==> config.mk <==
export PLATFORM = sky130hd
export DESIGN_NAME = control_unit
export DESIGN_NICKNAME = d
export VERILOG_FILES = /design/src/rtl/cpu_pkg.sv /design/src/rtl/control_unit.sv
export SDC_FILE = /design/constraint.sdc
export NUM_CORES = 1
export LEC_CHECK = 0
export CAP_MARGIN = 10
export CORE_MARGIN = 1.5
export CORE_UTILIZATION = 41
export DETAILED_ROUTE_END_ITERATION = 7
export GPL_TIMING_DRIVEN = 1
export PLACE_DENSITY = 0.84
export SLEW_MARGIN = 40
export SYNTH_ARGS = -nofsm -noshare
export SYNTH_HDL_FRONTEND = slang
export SYNTH_SLANG_ARGS = --single-unit
==> constraint.sdc <==
create_clock -name clk -period 1.9 [get_ports clk]
set_input_delay 0.38 -clock clk [delete_from_list [all_inputs] [get_ports clk]]
set_output_delay 0.38 -clock clk [all_outputs]
set_load 0.02 [all_outputs]
==> src/rtl/cpu_pkg.sv <==
// Shared definitions for the instruction sequencer: opcodes, ALU select values,
// FSM state encoding and instruction field positions.
package cpu_pkg;

   localparam logic [2:0] OP_MV      = 3'b000;
   localparam logic [2:0] OP_MVI     = 3'b001;
   localparam logic [2:0] ALU_PASS_A = 3'b000;

   // Instruction layout {op, rx, ry}
   localparam int unsigned OP_MSB = 8;
   localparam int unsigned OP_LSB = 6;
   localparam int unsigned RX_MSB = 5;
   localparam int unsigned RX_LSB = 3;
   localparam int unsigned RY_MSB = 2;
   localparam int unsigned RY_LSB = 0;

   typedef enum logic [1:0] {
      IDLE,
      T1,
      T2,
      T3
   } state_e;

   function automatic logic [2:0] op_of(input logic [8:0] instr);
      return instr[OP_MSB:OP_LSB];
   endfunction

   function automatic logic [2:0] rx_of(input logic [8:0] instr);
      return instr[RX_MSB:RX_LSB];
   endfunction

   function automatic logic [2:0] ry_of(input logic [8:0] instr);
      return instr[RY_MSB:RY_LSB];
   endfunction

endpackage

==> src/rtl/control_unit.sv <==
// Instruction sequencer: accepts {op, rx, ry} on a valid/ready handshake and
// drives the datapath control lines over a fixed T1/T2/T3 execute sequence.
module control_unit
   import cpu_pkg::*;
#(
   parameter int unsigned IW = 9
) (
   input  logic          clk,
   input  logic          rst,
   input  logic          instrValid,
   input  logic [IW-1:0] instrIn,
   output logic          instrReady,
   output logic          done,
   output logic [2:0]    regSel,
   output logic [2:0]    aluSel,
   output logic          Rin,
   output logic          Rout,
   output logic          RAin,
   output logic          RCout,
   output logic          genConst
);

   state_e          state_q, state_d;
   logic [IW-1:0]   ir_q, ir_d;
   logic            accept;
   logic [2:0]      op, rx, ry;

   assign op = op_of(ir_q);
   assign rx = rx_of(ir_q);
   assign ry = ry_of(ir_q);

   always_ff @(posedge clk or posedge rst) begin
      if (rst) begin
         state_q <= IDLE;
         ir_q    <= '0;
      end else begin
         state_q <= state_d;
         ir_q    <= ir_d;
      end
   end

   // Ready only when the next cycle is free to start a new T1.
   assign instrReady = (state_q == IDLE) || (state_q == T3);
   assign accept     = instrValid & instrReady;

   always_comb begin
      state_d = state_q;
      ir_d    = ir_q;
      unique case (state_q)
         IDLE: begin
            if (accept) begin
               state_d = T1;
               ir_d    = instrIn;
            end
         end
         T1: state_d = T2;
         T2: state_d = T3;
         T3: begin
            if (accept) begin
               state_d = T1;
               ir_d    = instrIn;
            end else begin
               state_d = IDLE;
            end
         end
         default: state_d = IDLE;
      endcase
   end

   always_comb begin
      done     = 1'b0;
      regSel   = 3'b000;
      aluSel   = ALU_PASS_A;
      Rin      = 1'b0;
      Rout     = 1'b0;
      RAin     = 1'b0;
      RCout    = 1'b0;
      genConst = 1'b0;
      unique case (state_q)
         IDLE: ;
         T1: begin
            RAin = 1'b1;
            if (op == OP_MV) begin
               regSel = ry;
               Rout   = 1'b1;
            end else if (op == OP_MVI) begin
               regSel   = ry;
               genConst = 1'b1;
            end else begin
               regSel = rx;
               Rout   = 1'b1;
            end
         end
         T2: begin
            // Moves pass A through the ALU with the bus left undriven.
            if (op != OP_MV && op != OP_MVI) begin
               regSel = ry;
               Rout   = 1'b1;
               aluSel = op;
            end
         end
         T3: begin
            regSel = rx;
            RCout  = 1'b1;
            Rin    = 1'b1;
            done   = 1'b1;
         end
         default: ;
      endcase
   end

endmodule

Word-level counts from Yosys, hierarchy flattened:

Index checks and enable logic that the tools add are counted.

* register bits after elaboration: 11
* output and inout port bits: 13
* bits of input ports: 12
* logic and storage cells: 34

* reductions and logical operators: 7
* bitwise logic cells: 1
* mux-type cells: 18
* eq/ne operators: 6

Operator list (count)
* $mux W3: 5
* $mux W1: 9
* $pmux W3 S3: 1
* $pmux W2 S4: 1
* $eq A2 B2 Y1 const B: 2
* $eq A3 B1 Y1 const B: 1
* $logic_not A3 Y1: 1
* $ne A3 B1 Y1 const B: 1
* $reduce_bool A3 Y1: 1
* $eq A2 B1 Y1 const B: 1
* $logic_not A2 Y1: 1
* $mux W2: 1
* $ne A2 B2 Y1 const B: 1
* $pmux W1 S2: 1
* $reduce_and A2 Y1: 1
* $reduce_or A2 Y1: 1
* $and A1 B1 Y1: 1
* $logic_and A1 B1 Y1: 1
* $logic_or A1 B1 Y1: 1

Longest topological paths before layout:

Gate-level depths: netlist (run 1).

* depth in word-level cells: 5
* gate-level depth with buffers: 6
* mapped depth without buffers: 5

Worst setup path before layout (run 1):

No wires, ideal clock.

* kind: reg-to-output
* start point: register state_q[1]
* end point: output regSel[0]
* required time: 1.520 ns
* stages on the path, launching flop included: 6
* setup slack: -0.049 ns
* data arrival time: 1.569 ns
* cell sequence: dfrtp_1 inv_1 ha_1 or3b_1 a21oi_2 a22o_2

* cells in the longest elaborated chain, start to end: 2

RTL lines
* start, declared: RTL line control_unit.sv:23 `state_e state_q, state_d;`
* start signal, assigned: RTL line control_unit.sv:37 `state_q <= state_d;`
* $eq A2 B2 Y1 or $eq A2 B1 Y1 (tied branches): RTL line control_unit.sv:79 `unique case (state_q)`
* $pmux W3 S3 *: RTL line control_unit.sv:79
* end, declared: RTL line control_unit.sv:14 `output logic [2:0] regSel,`

Mark *: on every way between the ends. The rest lies on a longest branch, timed or not.

Worst setup path after layout (run 1):

Ends and elaborated chain as after synthesis.

==> results of run 1 <==
## power groups by stage
stage,Sequential (µW),Combinational [µW],Clock (µW)
global placement,440,1290,0
finish,470,1360,160
CTS,449,1300,166
global route,488,1460,175
floorplan,431,734,0
detailed placement,451,1320,0
## through the flow
step           setup TNS, ns  total power, µW
2_1_floorplan              0             1166
3_3_place_gp          -1.333             1728
3_5_place_dp          -1.519             1776
4_1_cts              -0.7901             1919
5_1_grt              -0.8702             2126
6_report             -0.6151             1992
## flip-flops by register name (all words and copies together) (netlist names)
name     count
ir_q         9
state_q      2
## worst max-delay path, delay by kind of cell (launching register included)
| family | cells | cell delay, ns |
|---|---|---|
| buf+inv | 2 | 0.19 |
| flops | 1 | 0.39 |
| simple gates | 1 | 0.38 |
| fa+ha+maj | 1 | 0.13 |
| compound gates | 2 | 0.34 |
## layer usage
metal | vias up | GRT usage | share of wire | wire length, µm
li1 | 272 | - | - | -
met2 | 13 | 0.2906 | 0.52 | 810
met1 | 271 | 0.2591 | 0.44 | 683
met3 | 2 | 0.02609 | 0.031 | 48
met5 | - | 0 | 0 | 0
met4 | 0 | 0.09677 | 0.0084 | 13
## cell usage after synthesis
cell type	count
nor3_1	1
a22o_2	3
dfrtp_1	11
buf_4	2
o21ai_0	4
and2_1	2
nand2_1	2
a21oi_2	1
buf_2	1
a21oi_1	5
nor2_1	3
o22a_2	1
nor2b_1	1
or3b_1	1
ha_1	4
mux2_2	8
a22oi_1	1
inv_1	7
## final cells by class
class / instances / area (µm²) / share of cell area
Multi-Input combinational cell: 37 / 342.8 / 0.3460
Timing Repair Buffer: 37 / 300.3 / 0.3030
Sequential cell: 11 / 276.5 / 0.2790
Clock buffer: 4 / 26.28 / 0.02652
Inverter: 7 / 26.28 / 0.02652
Tap cell: 15 / 18.77 / 0.01894
## timing repair
action | 4_1_cts | 5_1_grt
pin swaps | 3 | 3
hold endpoints to repair | 0 | 0
endpoints found under the setup margin | 13 | 12
resized for setup | 43 | 22
## worst max path at each step
| stage | cells after the start | endpoint | slack, ns | from |
|---|---|---|---|---|
| after detailed placement | 6 | regSel[2] | -0.39 | state_q[1] |
| after global placement | 6 | regSel[0] | -0.34 | state_q[1] |
| after global routing | 6 | regSel[0] | -0.25 | state_q[1] |
| final | 6 | regSel[0] | -0.19 | state_q[1] |
| after CTS | 6 | regSel[1] | -0.22 | state_q[1] |
| after floorplan | 5 | regSel[0] | 0.02 | state_q[1] |
## logic make-up (layout without fill, tap and decap cells)
family	after synthesis	in the layout	synth area share
AO/OA/AOI/OAI	15	15	0.1650
flip-flops	11	11	0.4481
multiplexers	8	8	0.1466
buffers and inverters	10	48	0.07535
adder cells (fa/ha/maj)	4	4	0.08147
AND/OR/NAND/NOR	10	10	0.08350
==> impl_metrics.ini, run 1 <==
[logic_synthesis]
postSynthCellCount = 58
post_synth_main_area_contributors = dfrtp_1 (45%), mux2_2 (15%), ha_1 (8.1%)
post_synthesis_net_count = 74
synth_top_cell_by_area = dfrtp_1
flip_flop_and_latch_count_after_synthesis = 11
synth_cell_type_count = 18
synthesis.area_per_instance_um2 = 10.59
seq_total_area_yosys = 0.4481
synth.cell_area_um2 = 614.3
yosysTopAreaCellShare = 0.4481
synth_warnings = 0

[setup_path]
worstPathArrival_ns = 1.71
rr_endpoint = ir_q[3]
critical_path.reg2reg.startpoint = state_q[1]
critical_path_maximum_fanout = 3
worstPathCellList = inv_2, ha_4, or3b_4, a21oi_4, a22o_2, buf_6
cpPeakStageDelay_ns = 0.39
critPathRequiredTime_ns = 1.52
crit_type = flop to primary output
timing.reg2reg.worst_path_depth = 7
reg2reg_slack_ns = 0.13
critPathSlowestCell = dfrtp_1
setup.worst_path.end_class = primary output
start_kind = flop

[floorplanning]
core.rowCount = 13
floorplan.die.width_um = 41.71
floorplan.initialDensity = 0.4551
core_um2 = 1350
pin_count = 25
die_height_um = 41.71
dieArea_um2 = 1740

[final_layout]
num-fill-cells = 101
final_cell_mix = buf_4 (15), clkdlybuf4s50_1 (11), dfrtp_1 (10), mux2_2 (8)
layout_nets = 113
finalInstanceArea_um2 = 991.0
area_growth_pct = 61.30
final_core_util = 0.7340
antenna_cells_inserted = 0
layout.cells.most_common = buf_4
drive_gt1_frac = 0.5104
layout.cells.non_filler = 111

[sta]
post-route-worst-setup-slack_ns = -0.1853
skew_ns = 0.001040
slew-limit-headroom = 0.7117
layout_worst_path_cycle_share = 1.098
report.final.setup_viol = 4
rsz_0062_raised_after_global_routing = true
finalHoldViolCount = 0
finalMaxSlewViolations = 0
hold_ws_ns = 0.4126
achievable_freq_mhz = 479.5
post-route-min-period_ns = 2.085
max_slew.worst_pin.slew_ns = 0.4319

[clock_tree]
clkLatencyLatePin_ns = 0.26
postCtsSetupBuffers = 0
tritoncts_clock_tree = yes
clockRootBuffer = clkbuf_4
cts_hold_buf = 0
clock_sinks = 11
cts-buffers-inserted = 3
clk_pin_slew_worst_paths_ns = 0.07
cts.path.max_buffers = 2
maximum_level_of_the_cts_h_tree = 1

[placed_design]
pre_cts_ws_ns = -0.3901
dp_cells = 107
port-buffer-count = 24
placed_cell_area_um2 = 953.4
dp_hpwl_um = 1114
gp_congestion = 0.8111

[grt]
grt_first_pass_wirelength_um = 2470
gr-usage-all-layers = 0.1892
largest_net_degree_at_the_start_of_global_routing = 12
grt_overflow_total = 0
antenna_found_initial = 0
grt_pass1_vias = 551

[route]
postRouteWirelength_um = 1556
detail-route-antenna-nets = 0
detailroute.via_count = 558
drtPass1Iterations = 3
routedWlPerCell_um = 14.02
initialDrtViolationCount = 13
drt_drc_violations_left = 0
routed_via_density = 5.027

[pwr]
vdd_drop_max_mv = 1.124
leakage_power_uw = 0.0004677
share_seq_of_total_power = 0.236
power.density_cell_area_nw_per_um2 = 2010
power_switching_share = 0.4297
cellInternalPower_uw = 1136
p_switching_uw = 855.9
pwr-share-clk = 0.081
share_comb_of_total_power = 0.684

[run_status]
violated_checks = setup timing
run_status = complete, but fails checks

[flow_run]
cap_violations = 0

[hold_path]
hold_path_class = input port to async pin
(Power assumes the default switching activity.)
==> inputs of run 2 (changes only) <==
--- a/config.mk
+++ b/config.mk
@@ -9,6 +9,7 @@
 export CORE_MARGIN = 1.5
 export CORE_UTILIZATION = 41
 export DETAILED_ROUTE_END_ITERATION = 7
+export GPL_ROUTABILITY_DRIVEN = 0
 export GPL_TIMING_DRIVEN = 1
 export PLACE_DENSITY = 0.84
 export SLEW_MARGIN = 40
==> results of run 2 <==
Final layout, timing and power as in run 1 (identical DEF).
